$ cat config.mk
export PLATFORM = sky130hd
export DESIGN_NAME = fetch_controller
export DESIGN_NICKNAME = d
export VERILOG_FILES = /design/src/rtl/cpu_pkg.sv /design/src/rtl/fetch_controller.sv
export SDC_FILE = /design/constraint.sdc
export NUM_CORES = 1
export LEC_CHECK = 0
export ABC_CLOCK_PERIOD_IN_PS = 2000
export BUFFER_PORTS_ARGS = -buffer_cell sky130_fd_sc_hd__buf_2
export CAP_MARGIN = 20
export CORE_MARGIN = 2
export CORE_UTILIZATION = 48
export DETAILED_ROUTE_END_ITERATION = 10
export PLACE_DENSITY_LB_ADDON = 0.05
export SKIP_CTS_REPAIR_TIMING = 1
export SLEW_MARGIN = 20
export SYNTH_ARGS = -nofsm -noshare
export SYNTH_HDL_FRONTEND = slang
export SYNTH_SLANG_ARGS = --single-unit
$ cat constraint.sdc
create_clock -name clk -period 2 [get_ports clk]
set_input_delay 0.4 -clock clk [delete_from_list [all_inputs] [get_ports clk]]
set_output_delay 0.4 -clock clk [all_outputs]
set_load 0.01 [all_outputs]
$ cat src/rtl/cpu_pkg.sv
// Shared CPU front-end definitions: fetch FSM states and default datapath widths,
// used by the fetch controller, the PC logic and the instruction memory.
package cpu_pkg;

    localparam int unsigned DEF_ADDR_W  = 10;
    localparam int unsigned DEF_INSTR_W = 9;
    localparam int unsigned DEF_CNT_W   = 16;

    typedef enum logic [1:0] {
        ST_IDLE   = 2'd0,
        ST_RUN    = 2'd1,
        ST_HALTED = 2'd2
    } fetch_state_e;

endpackage : cpu_pkg

$ cat src/rtl/fetch_controller.sv
// Instruction fetch controller in front of a synchronous (1-cycle latency) instruction memory.
// The next fetch address goes straight out on imem_addr, so fetch runs with zero bubbles on
// sequential flow and on redirects.
//
// Ports:
//   clk, rst         clock, synchronous active-high reset
//   start, start_pc  begin fetching at start_pc (from IDLE or HALTED)
//   imem_addr        address to the instruction memory (combinational)
//   imem_data        memory read data for last cycle's imem_addr
//   instr, instr_pc  instruction presented to decode and its address
//   instr_valid      instr/instr_pc valid (RUN only)
//   instr_ready      decode accepts; handshake = instr_valid & instr_ready
//   br_taken, br_target  redirect request and target
//   halt_req         stop fetching
//   done             high while HALTED
//   fetch_count      number of accepted instructions, saturating
module fetch_controller
    import cpu_pkg::*;
#(
    parameter int unsigned ADDR_W  = DEF_ADDR_W,
    parameter int unsigned INSTR_W = DEF_INSTR_W,
    parameter int unsigned CNT_W   = DEF_CNT_W
) (
    input  logic               clk,
    input  logic               rst,
    input  logic               start,
    input  logic [ADDR_W-1:0]  start_pc,
    output logic [ADDR_W-1:0]  imem_addr,
    input  logic [INSTR_W-1:0] imem_data,
    output logic [INSTR_W-1:0] instr,
    output logic [ADDR_W-1:0]  instr_pc,
    output logic               instr_valid,
    input  logic               instr_ready,
    input  logic               br_taken,
    input  logic [ADDR_W-1:0]  br_target,
    input  logic               halt_req,
    output logic               done,
    output logic [CNT_W-1:0]   fetch_count
);

    fetch_state_e      state_q, state_d;
    logic [ADDR_W-1:0] pc_q, pc_d;
    logic [CNT_W-1:0]  cnt_q, cnt_d;
    logic [ADDR_W-1:0] next_addr;
    logic              handshake;

    // State register
    always_ff @(posedge clk) begin
        if (rst) begin
            state_q <= ST_IDLE;
            pc_q    <= '0;
            cnt_q   <= '0;
        end else begin
            state_q <= state_d;
            pc_q    <= pc_d;
            cnt_q   <= cnt_d;
        end
    end

    // Next-state, next-address and output logic
    always_comb begin
        state_d   = state_q;
        pc_d      = pc_q;
        cnt_d     = cnt_q;
        handshake = (state_q == ST_RUN) && instr_ready;

        // Address issued now is the pc presented next cycle, which keeps instr aligned to pc.
        next_addr = pc_q;
        if (br_taken) begin
            next_addr = br_target;
        end else if (handshake) begin
            next_addr = pc_q + ADDR_W'(1);
        end

        imem_addr = start_pc;

        unique case (state_q)
            ST_IDLE, ST_HALTED: begin
                if (start) begin
                    state_d = ST_RUN;
                    pc_d    = start_pc;
                    cnt_d   = '0;
                end
            end
            ST_RUN: begin
                imem_addr = next_addr;
                if (handshake && (cnt_q != {CNT_W{1'b1}})) begin
                    cnt_d = cnt_q + CNT_W'(1);
                end
                // Halt beats redirect; a same-cycle handshake still counts.
                if (halt_req) begin
                    state_d = ST_HALTED;
                end else begin
                    pc_d = next_addr;
                end
            end
            default: begin
                state_d = ST_IDLE;
            end
        endcase
    end

    assign instr       = imem_data;
    assign instr_pc    = pc_q;
    assign instr_valid = (state_q == ST_RUN);
    assign done        = (state_q == ST_HALTED);
    assign fetch_count = cnt_q;

endmodule : fetch_controller
== After elaboration in Yosys (flattened, before gate mapping) ==
Cells that the tools add are included.
Operators by class
  muxes and demuxes: 12
  equality and inequality tests: 7
  reduce and logical (&&, ||, !) cells: 8
  add/sub/neg operators: 2
Operator list (count)
  10-bit two-way mux: 5
  16-bit two-way mux: 2
  16-bit case mux with 2 select lines: 1
  10-bit case mux with 2 select lines: 1
  16-bit by 1-bit adder with 16-bit output, second input constant: 1
  16-bit != test, second input constant: 1
  10-bit by 1-bit adder with 10-bit output, second input constant: 1
  3-bit AND reduction: 2
  2-bit two-way mux: 2
  2-bit by 1-bit != test with 1-bit output, second input constant: 2
  2-bit != test, second input constant: 2
  2-bit case mux with 2 select lines: 1
  2-bit by 1-bit == test with 1-bit output, second input constant: 1
  2-bit == test, second input constant: 1
  1-bit logical AND: 2
  2-bit logical NOT: 1
  2-bit AND reduction: 1
  2-bit nonzero test: 1
  2-bit OR reduction: 1
Word-level totals
  output and inout bits: 47
  register bits after elaboration: 28
  input bits: 35
  word-level logic and storage cells: 32

== Logic depth before layout (Yosys ltp) ==
Gate-level depths: netlist (run 1).
  depth in word-level cells: 6
  mapped depth: 7
  depth with buffers taken out: 5

== Worst setup path before layout (run 1) ==
OpenSTA, ideal clock, no wires.
  path kind: input-to-output
  start: input instr_ready
  end: output imem_addr[9]
  required time: 1600 ps
  cell stages on the path: 5
  slack: 36 ps
  data arrival time: 1564 ps
  buffers on the path: 1
  cells stage by stage: buf_6 nand3_1 nor4_1 xor2_1 a221o_1
On the way
  longest elaborated chain between the ends: 4
Ends and longest elaborated chain
  start, declared: RTL line fetch_controller.sv:33  | input logic instr_ready,
  1-bit logical AND: RTL line fetch_controller.sv:65  | handshake = (state_q == ST_RUN) && instr_ready;
  10-bit two-way mux: RTL line fetch_controller.sv:71  | end else if (handshake) begin
  10-bit two-way mux: RTL line fetch_controller.sv:69  | if (br_taken) begin
  10-bit two-way mux: RTL line fetch_controller.sv:77  | unique case (state_q)
  end, declared: RTL line fetch_controller.sv:28  | output logic [ADDR_W-1:0] imem_addr,
No other way between the ends.

== Final worst setup path (run 1) ==
  start: register pc_q[5] (netlist: instr_pc[5])
  end: output imem_addr[9]
On the way
  longest elaborated chain between the ends: 4
Ends and longest elaborated chain
  start, declared: RTL line fetch_controller.sv:42  | logic [ADDR_W-1:0] pc_q, pc_d;
  start signal, assigned: RTL line fetch_controller.sv:55  | pc_q <= pc_d;
  10-bit by 1-bit adder with 10-bit output: RTL line fetch_controller.sv:72  | next_addr = pc_q + ADDR_W'(1);
  10-bit two-way mux: RTL line fetch_controller.sv:71
  10-bit two-way mux: RTL line fetch_controller.sv:69
  10-bit two-way mux: RTL line fetch_controller.sv:77
No other way between the ends.

==> results.yml, run 1 <==
placed_design:
  portBuffers: 63
  routabilityCongestion: 0.8479
  place_area_um2: 2336
  dp_hpwl_mm: 3.798
logic_synthesis:
  syn_inst: 240
  yosysWarningCount: 0
  async_reset_ff_share_pct: 0
  ys_types: 52
  syn_area_um2: 1913
  ys_seq_elements: 28
  synth_edf_count: 0
  synth.net_count: 277
  synth_area_per_cell_um2: 7.971
  synth-seq-area-share_pct: 29.30
  ys.flop_type: "dfxtp_1"
worst_setup_path:
  rr_startpoint: "fetch_count[7]$_SDFFE_PP0P_"
  ff2ff_setup_slack_ns: 0.33
  ff2ff_path_depth: 4
  critPathArrivalTime_ns: 1.74
  startpoint_type: "register"
  crit_type: "reg2out"
  cp_cell_sequence: "nand3_4 -> nor4_2 -> buf_4 -> xor2_1 -> a221o_1 -> buf_2"
  critPathCaptureType: "primary output"
  critPathMaxFanout: 4
  required_ns: 1.60
  critPathTopFamily: "flip-flops"
  crit_buf_inv: 2
  reg2reg_to: "fetch_count[11]$_SDFFE_PP0P_"
  slowest_stage: "dfxtp_1"
  critPathMaxStageDelay_ns: 0.40
drt:
  num_vias: 2078
  drc_errors: 0
  top_layer: "met4"
  antenna_left: 0
  wl_mm: 5.252
  dr_wl_met2_mm: 2.329
  wire_per_inst_um: 14.59
  routed-wl-met3_um: 362
  routed_via_density: 5.772
  drt_iter0_markers: 173
  wl_met1_mm: 2.546
  dr.pass1.iters: 4
finish:
  nets: 350
  mostFrequentLayoutCells: "buf_2, nand2_1, buf_4"
  finalInstanceArea_um2: 2510
  layout_commonest_cell: "buf_2"
  num_antenna_cells: 0
  drive_above_1_share_pct: 38.14
  area_growth_pct: 31.20
power_and_ir_drop:
  p_switching_mw: 0.3987
  pwr-share-comb_pct: 23.9
  switching_share_pct: 28.33
  irDropWorstVdd_v: 0.0005355
  p_per_area_nw_per_um2: 560.7
  p_int_mw: 1.009
  clockPowerShare_pct: 32.3
  leakagePower_nw: 1.102
  p_seq_share_pct: 43.7
status:
  outcome: "finished with violations"
  violations: "negative setup slack"
sta:
  fin_tns_setup_ns: -0.3055
  finalHoldViolCount: 0
  hold_ws_ns: 0.3825
  finalCriticalPeriod_ns: 2.136
  setup_ws_ns: -0.1363
  worst_pin_slew_ns: 0.4951
  finClkSkew_ns: 0.01129
  rsz0062_at_grt: "yes"
  slew_violations: 0
  fin_crit_sh_pct: 106.8
  slew_headroom_pct: 66.75
  fmax_mhz: 468.1
  setup_viol: 4
flow_run:
  cap_violations: 0
floorplanning:
  rows: 22
  start_util_pct: 51.10
  core_um2: 3744
  die-area_um2: 4506
  die_x_um: 67.13
  die_y_um: 67.13
  num_io_pins: 82
cts:
  h-tree-depth: 1
  clk_pin_slew_ns: 0.11
  cts_buffer_depth: 2
  root_buffer: "clkbuf_8"
  clk_latency_ns: 0.28
  cts_tree: "done"
  cts.sinks: 28
  cts_inserted_buffers: 3
hold_path:
  holdPathEnd: "state_q[1]$_SDFFE_PP0P_"
  holdPathStages: 3
  min_from: "halt_req"
  hp-class: "in2reg"
global_routing:
  antenna_found_initial: 0
  grt_pass1_wl_mm: 8.521
  gr-usage-all-layers_pct: 24.04
  grt_max_degree: 19
  grt_pass1_vias: 1850
  overflow: 0
## cell type report
cell class / instances / area [um2]
inverters: 8 / 30.03
multi-input cells: 183 / 1257
fillers: 340 / 1234
flip-flops and latches: 28 / 576.8
well taps: 48 / 60.06
clock inverters: 1 / 30.03
clock buffers: 3 / 41.29
repair buffers: 89 / 514.2
## stage by stage
step | utilization, % | setup WS, ns | instances | total power, mW
6_report | 67.05 | -0.1363 | 360 | 1.407
5_1_grt | 67.05 | -0.2514 | 360 | 1.478
4_1_cts | 64.30 | -0.2891 | 358 | 1.387
3_5_place_dp | 62.40 | -0.01647 | 354 | 0.9372
3_3_place_gp | 62.40 | -0.01334 | 354 | 0.9339
2_1_floorplan | - | 0.03562 | 240 | 0.8163
## worst register-to-register path: cells and delay by family (launching register included)
family	cells	cell delay, ns
compound gates	1	0.14
simple gates	3	1.02
flops	1	0.46
## state kept, by name, indices dropped and copies added, names as in the netlist
name         cells
fetch_count     16
instr_pc        10
state_q          2
## cell families (layout without fill, tap and decap cells)
logic type / after synthesis / after routing / synth area share (%)
and+or+nand+nor: 108 / 108 / 31.53
AOI/OAI and AO/OA: 59 / 59 / 22.43
buffers and inverters: 29 / 101 / 8.502
DFF: 28 / 28 / 29.30
muxes: 8 / 8 / 4.186
xor gates and xnor gates: 6 / 6 / 2.747
adders and majority gates: 2 / 2 / 1.308
## power by group through the flow
stage | Sequential, mW | Combinational, mW | Clock [mW]
after global routing | 0.620 | 0.373 | 0.485
after global placement | 0.619 | 0.315 | 0
after detailed placement | 0.619 | 0.318 | 0
final | 0.615 | 0.337 | 0.455
after CTS | 0.606 | 0.321 | 0.460
after floorplan | 0.633 | 0.183 | 0
## how the worst max path moves through the flow
stage	slack, ns	startpoint	endpoint	cells after the start
final	-0.14	instr_pc[5]$_SDFFE_PP0P_	imem_addr[9]	6
after global routing	-0.25	instr_pc[1]$_SDFFE_PP0P_	imem_addr[8]	7
after CTS	-0.29	instr_pc[1]$_SDFFE_PP0P_	imem_addr[6]	6
after detailed placement	-0.02	instr_ready	imem_addr[9]	7
after global placement	-0.01	instr_ready	imem_addr[9]	7
after floorplan	0.04	instr_ready	imem_addr[9]	5
## layer usage
layer  GRT usage (%)  up-vias
met5               0        -
met4           4.592        0
met3           4.333        2
met2           37.13       79
met1           35.07      952
li1                -     1045
## synth_stat cells, types with 3 or more instances
library cell,n,share of area (%)
and3_1,3,0.98
or4_1,4,1.6
buf_2,4,1.0
nand4_1,8,2.6
o21a_1,3,1.2
clkbuf_1,6,1.2
nand3_1,10,2.6
nor4_1,5,1.6
nand2b_1,6,2.0
inv_1,8,1.6
a21oi_1,13,3.4
xnor2_1,5,2.3
dfxtp_1,28,29
o21ai_0,8,2.1
nor3_1,3,0.78
o211ai_1,5,2.0
buf_4,9,3.5
nor2_1,11,2.2
nand2_1,37,7.3
o31ai_1,5,2.0
a311oi_1,8,3.7
or3_1,6,2.0
mux2i_1,8,4.2
No activity file was read; power rests on OpenSTA's default activity.
==> run 2: changes to the inputs <==
--- a/config.mk
+++ b/config.mk
@@ -6,11 +6,12 @@
 export NUM_CORES = 1
 export LEC_CHECK = 0
 export ABC_CLOCK_PERIOD_IN_PS = 2000
-export BUFFER_PORTS_ARGS = -buffer_cell sky130_fd_sc_hd__buf_2
 export CAP_MARGIN = 20
 export CORE_MARGIN = 2
-export CORE_UTILIZATION = 48
+export CORE_UTILIZATION = 60
 export DETAILED_ROUTE_END_ITERATION = 10
+export DONT_BUFFER_PORTS = 1
+export MAX_ROUTING_LAYER = met4
 export PLACE_DENSITY_LB_ADDON = 0.05
 export SKIP_CTS_REPAIR_TIMING = 1
 export SLEW_MARGIN = 20
==> run 2 against run 1 <==
The run still ends with negative setup slack left. Clock power is 16% lower. Combinational power is 12% lower. Critical path depth stayed put.
==> results.yml, run 2 (synthesis results as in run 1) <==
worst_setup_path:
  critPathCaptureType: "primary output"
  crit_buf_inv: 1
  critPathMaxStageDelay_ns: 0.39
  critPathArrivalTime_ns: 1.78
  cp_cell_sequence: "ha_4 -> nand4_1 -> buf_4 -> xnor2_2 -> o211ai_1 -> nand2_1"
  slowest_stage: "dfxtp_4"
  crit_type: "reg2out"
  critPathMaxFanout: 3
  required_ns: 1.60
  critPathTopFamily: "flip-flops"
  startpoint_type: "register"
finish:
  area_growth_pct: 16.61
  largest_reg_flops: 16
  stdcell_count: 297
  layout_commonest_cell: "nand2_1"
  mostFrequentLayoutCells: "nand2_1, buf_4, dfxtp_1"
  num_antenna_cells: 0
  nets: 291
  fillers: 245
  drive_above_1_share_pct: 25.30
power_and_ir_drop:
  power_mw: 1.295
  clockPowerShare_pct: 29.7
  irDropWorstVdd_v: 0.0003887
  p_int_mw: 0.9189
  pwr-share-comb_pct: 23.0
  switching_share_pct: 29.03
  p_switching_mw: 0.3759
  p_seq_share_pct: 47.3
  p_per_area_nw_per_um2: 580.4
  leakagePower_nw: 0.8399
floorplanning:
  die-area_um2: 3656
  start_util_pct: 62.66
  num_io_pins: 82
  die_y_um: 60.47
  core_um2: 3053
  die_x_um: 60.47
  rows: 20
sta:
  setup_viol: 6
  slew_violations: 0
  setup_ws_ns: -0.1810
  rsz0062_at_grt: "yes"
  finalHoldViolCount: 0
  worst_pin_slew_ns: 0.6983
  fin_crit_sh_pct: 109.0
  finalCriticalPeriod_ns: 2.181
  slew_headroom_pct: 53.28
  hold_ws_ns: 0.1004
  fmax_mhz: 458.5
  finClkSkew_ns: 0.003269
cts:
  cts_tree: "done"
  cts.sinks: 28
  cts_buffer_depth: 2
  h-tree-depth: 1
  clk_pin_slew_ns: 0.16
  cts_inserted_buffers: 3
  root_buffer: "clkbuf_4"
  clk_latency_ns: 0.34
global_routing:
  antenna_found_initial: 0
  grt_max_degree: 23
  overflow: 0
  grt_pass1_wl_mm: 8.093
  gr-usage-all-layers_pct: 29.53
  grt_pass1_vias: 1755
status:
  violations: "negative setup slack"
  outcome: "finished with violations"
drt:
  drc_errors: 0
  wl_mm: 5.391
  routed_via_density: 6.566
  drt_iter0_markers: 214
  wire_per_inst_um: 18.15
  antenna_left: 0
  dr.pass1.iters: 4
  num_vias: 1950
placed_design:
  routabilityCongestion: 0.9014
  placedCellCount: 283
  dp_hpwl_mm: 3.722
  portBuffers: 0
  pre_cts_ws_ns: 0.1083
flow_run:
  cap_violations: 0
hold_path:
  hp-class: "in2reg"
[run 2: per-stage QoR]
step | utilization (%) | setup TNS, ns | cell area, um2
global placement | 65.04 | 0 | 1986
global route | 73.07 | -1.262 | 2231
floorplan | - | 0 | 1913
detailed placement | 65.04 | 0 | 1986
finish | 73.07 | -0.6081 | 2231
CTS | 66.76 | -1.331 | 2038
[run 2: per-layer routing]
layer	vias to the layer above	wire (um)	global-route usage (%)
met4	0	135	8.075
met3	15	492	5.117
met1	902	2120	38.51
met5	-	0	-
li1	926	-	-
met2	107	2643	47.36
[run 2: final cells by class]
type	count	area [um2]	share of cell area, %
clock buffer	3	22.52	1.010
clock inverter	1	30.03	1.346
inverter	8	30.03	1.346
multi-input combinational	183	1279	57.32
sequential	28	581.8	26.08
tap	44	55.05	2.468
timing repair buffer	30	232.7	10.43
[run 2: worst paths after layout]
check | to | slack [ns] | cells after the start | startpoint
max | imem_addr[4] | -0.18 | 6 | instr_pc[0]$_SDFFE_PP0P_
min | instr_pc[0]$_SDFFE_PP0P_ | 0.10 | 1 | rst
max reg2reg | fetch_count[14]$_SDFFE_PP0P_ | 0.13 | 4 | fetch_count[2]$_SDFFE_PP0P_
min reg2reg | fetch_count[4]$_SDFFE_PP0P_ | 0.54 | 2 | fetch_count[4]$_SDFFE_PP0P_
[run 2: power by group through the flow]
stage          Sequential [mW]  Combinational [mW]  Clock, mW
2_1_floorplan            0.633               0.183          0
3_3_place_gp             0.616               0.241          0
3_5_place_dp             0.617               0.248          0
4_1_cts                  0.605               0.249      0.387
5_1_grt                  0.617               0.323      0.406
6_report                 0.613               0.298      0.384
==> run 3: changes to the inputs <==
--- a/config.mk
+++ b/config.mk
@@ -5,6 +5,7 @@
 export SDC_FILE = /design/constraint.sdc
 export NUM_CORES = 1
 export LEC_CHECK = 0
+export ABC_AREA = 1
 export ABC_CLOCK_PERIOD_IN_PS = 2000
 export CAP_MARGIN = 20
 export CORE_MARGIN = 2
==> run 3 against run 2 <==
The flow now finishes without violations. Routed wire length is 8.5% lower. Hold slack lost 0.0057 ns. Synthesized cell count grew 30%. Count of clock-buffer cells in the layout did not move. Critical path depth increased by 3. Largest cell class unchanged. Sequential cell count stayed put. Critical endpoint is now imem_addr[2]. Sequential share of layout area rose by 0.55 points.
==> results.yml, run 3 <==
power_and_ir_drop:
  irDropWorstVdd_v: 0.0002654
  p_per_area_nw_per_um2: 523.9
  leakagePower_nw: 0.8993
  power_mw: 1.147
logic_synthesis:
  ys_seq_elements: 28
  yosysWarningCount: 0
  ys.flop_type: "dfxtp_1"
  yosysTopAreaCell: "dfxtp_1"
  ys_types: 27
  synth_top_area_share_pct: 29.15
  synth_most_common_cell: "nand2_1"
  synth_edf_count: 0
  synth_area_per_cell_um2: 6.164
  ys_top_cells_by_area: "dfxtp_1, nand2_1, inv_1"
  async_reset_ff_share_pct: 0
  synth.net_count: 349
  syn_inst: 312
  syn_area_um2: 1923
  synth-seq-area-share_pct: 29.15
  synth_commonest_cells: "nand2_1, inv_1, nor2_1"
drt:
  drt_iter0_markers: 124
  routed_via_density: 5.452
  num_vias: 1990
  wl_mm: 4.932
  dr.pass1.iters: 4
  wire_per_inst_um: 13.51
  antenna_left: 0
  drc_errors: 0
sta:
  finalCriticalPeriod_ns: 1.974
  fin_crit_sh_pct: 98.72
  finalHoldViolCount: 0
  fin_tns_setup_ns: 0
  setup_viol: 0
  worst_pin_slew_ns: 0.5556
  hold_ws_ns: 0.09463
  rsz0062_at_grt: "yes"
  finClkSkew_ns: 0.009511
  setup_ws_ns: 0.02567
  slew_headroom_pct: 62.82
  fmax_mhz: 506.5
  slew_violations: 0
finish:
  multi_input_area_um2: 1167
  largest_reg_flops: 16
  finalInstanceArea_um2: 2190
  num_antenna_cells: 0
  fin_util_pct: 71.72
  stdcell_count: 365
  drive_above_1_share_pct: 24.30
  register_area_um2: 583.1
  mostFrequentLayoutCells: "nand2_1, inv_1, nor2_1"
  area_growth_pct: 13.86
  layout_commonest_cell: "nand2_1"
  nets: 360
  fillers: 285
hold_path:
  hp-class: "in2reg"
cts:
  clk_pin_slew_ns: 0.16
  h-tree-depth: 1
  cts_buffer_depth: 2
  cts_inserted_buffers: 3
  clk_latency_ns: 0.34
  cts.sinks: 28
  root_buffer: "clkbuf_4"
  cts_tree: "done"
global_routing:
  grt_pass1_wl_mm: 7.113
  overflow: 0
  gr-usage-all-layers_pct: 26.08
  grt_pass1_vias: 1683
  antenna_found_initial: 0
  grt_max_degree: 21
placed_design:
  placedCellCount: 356
  pre_cts_ws_ns: 0.1640
  place_area_um2: 2004
  routabilityCongestion: 0.8997
  dp_hpwl_mm: 3.480
  portBuffers: 0
worst_setup_path:
  required_ns: 1.60
  slowest_stage: "dfxtp_2"
  cp_common_cell: "nand2_1"
  crit_type: "reg2out"
  startpoint_type: "register"
  cp_cell_sequence: "inv_4 -> nand3_4 -> inv_2 -> nand2_1 -> xnor2_1 -> nand2_1 -> nand2_1 -> nand2_1 -> inv_1"
  critPathMaxFanout: 6
  critPathMaxStageDelay_ns: 0.36
  critPathCaptureType: "primary output"
  critPathArrivalTime_ns: 1.57
floorplanning:
  start_util_pct: 62.99
  die-area_um2: 3674
  num_io_pins: 82
  core_um2: 3053
  rows: 20
  die_y_um: 60.62
  die_x_um: 60.62
flow_run:
  cap_violations: 0
status:
  outcome: "finished, final reports clean"
[run 3: final timing paths]
kind,slack [ns],depth (start not counted),startpoint,endpoint
setup / recovery,0.03,9,state_q[1]$_SDFFE_PP0P_,imem_addr[2]
hold / removal,0.09,1,rst,fetch_count[10]$_SDFFE_PP0P_
setup reg to reg,0.26,10,fetch_count[0]$_SDFFE_PP0P_,fetch_count[15]$_SDFFE_PP0P_
hold reg to reg,0.60,3,fetch_count[15]$_SDFFE_PP0P_,fetch_count[15]$_SDFFE_PP0P_
[run 3: cell families (layout without fill, tap and decap cells)]
| family | count (synthesis) | count (layout) | share of synthesized area, % |
|---|---|---|---|
| xor+xnor | 6 | 6 | 2.733 |
| fa+ha+maj | 2 | 2 | 1.301 |
| compound gates | 53 | 53 | 14.96 |
| buf+inv | 61 | 70 | 14.90 |
| simple gates | 162 | 162 | 36.96 |
| flops | 28 | 28 | 29.15 |
[run 3: layout make-up]
type	instances	share of cell area (%)
Tap cell	44	2.514
Multi-Input combinational cell	223	53.31
Sequential cell	28	26.63
Timing Repair inverter	1	0.2286
Inverter	42	8.057
Timing Repair Buffer	24	8.229
Clock buffer	3	1.029
[run 3: routing by layer]
layer | part of all wire [%] | track usage [%] | up-vias
met4 | 1.2 | 8.696 | 0
li1 | - | - | 1013
met1 | 40 | 27.90 | 893
met5 | 0 | - | -
met2 | 52 | 47.16 | 74
met3 | 6.7 | 5.757 | 10
[run 3: power by group]
part | internal [mW] | total [mW] | switching (mW) | leakage, nW
clock network | 0.0710 | 0.246 | 0.175 | 0.0138
registers | 0.586 | 0.626 | 0.0395 | 0.233
logic | 0.101 | 0.275 | 0.174 | 0.653
[run 3: worst max-delay path, delay by kind of cell, from the launching register on]
kind	cells	cell delay (ns)
xor gates and xnor gates	1	0.18
and+or+nand+nor	5	0.40
DFF	1	0.36
buffers and inverters	3	0.29
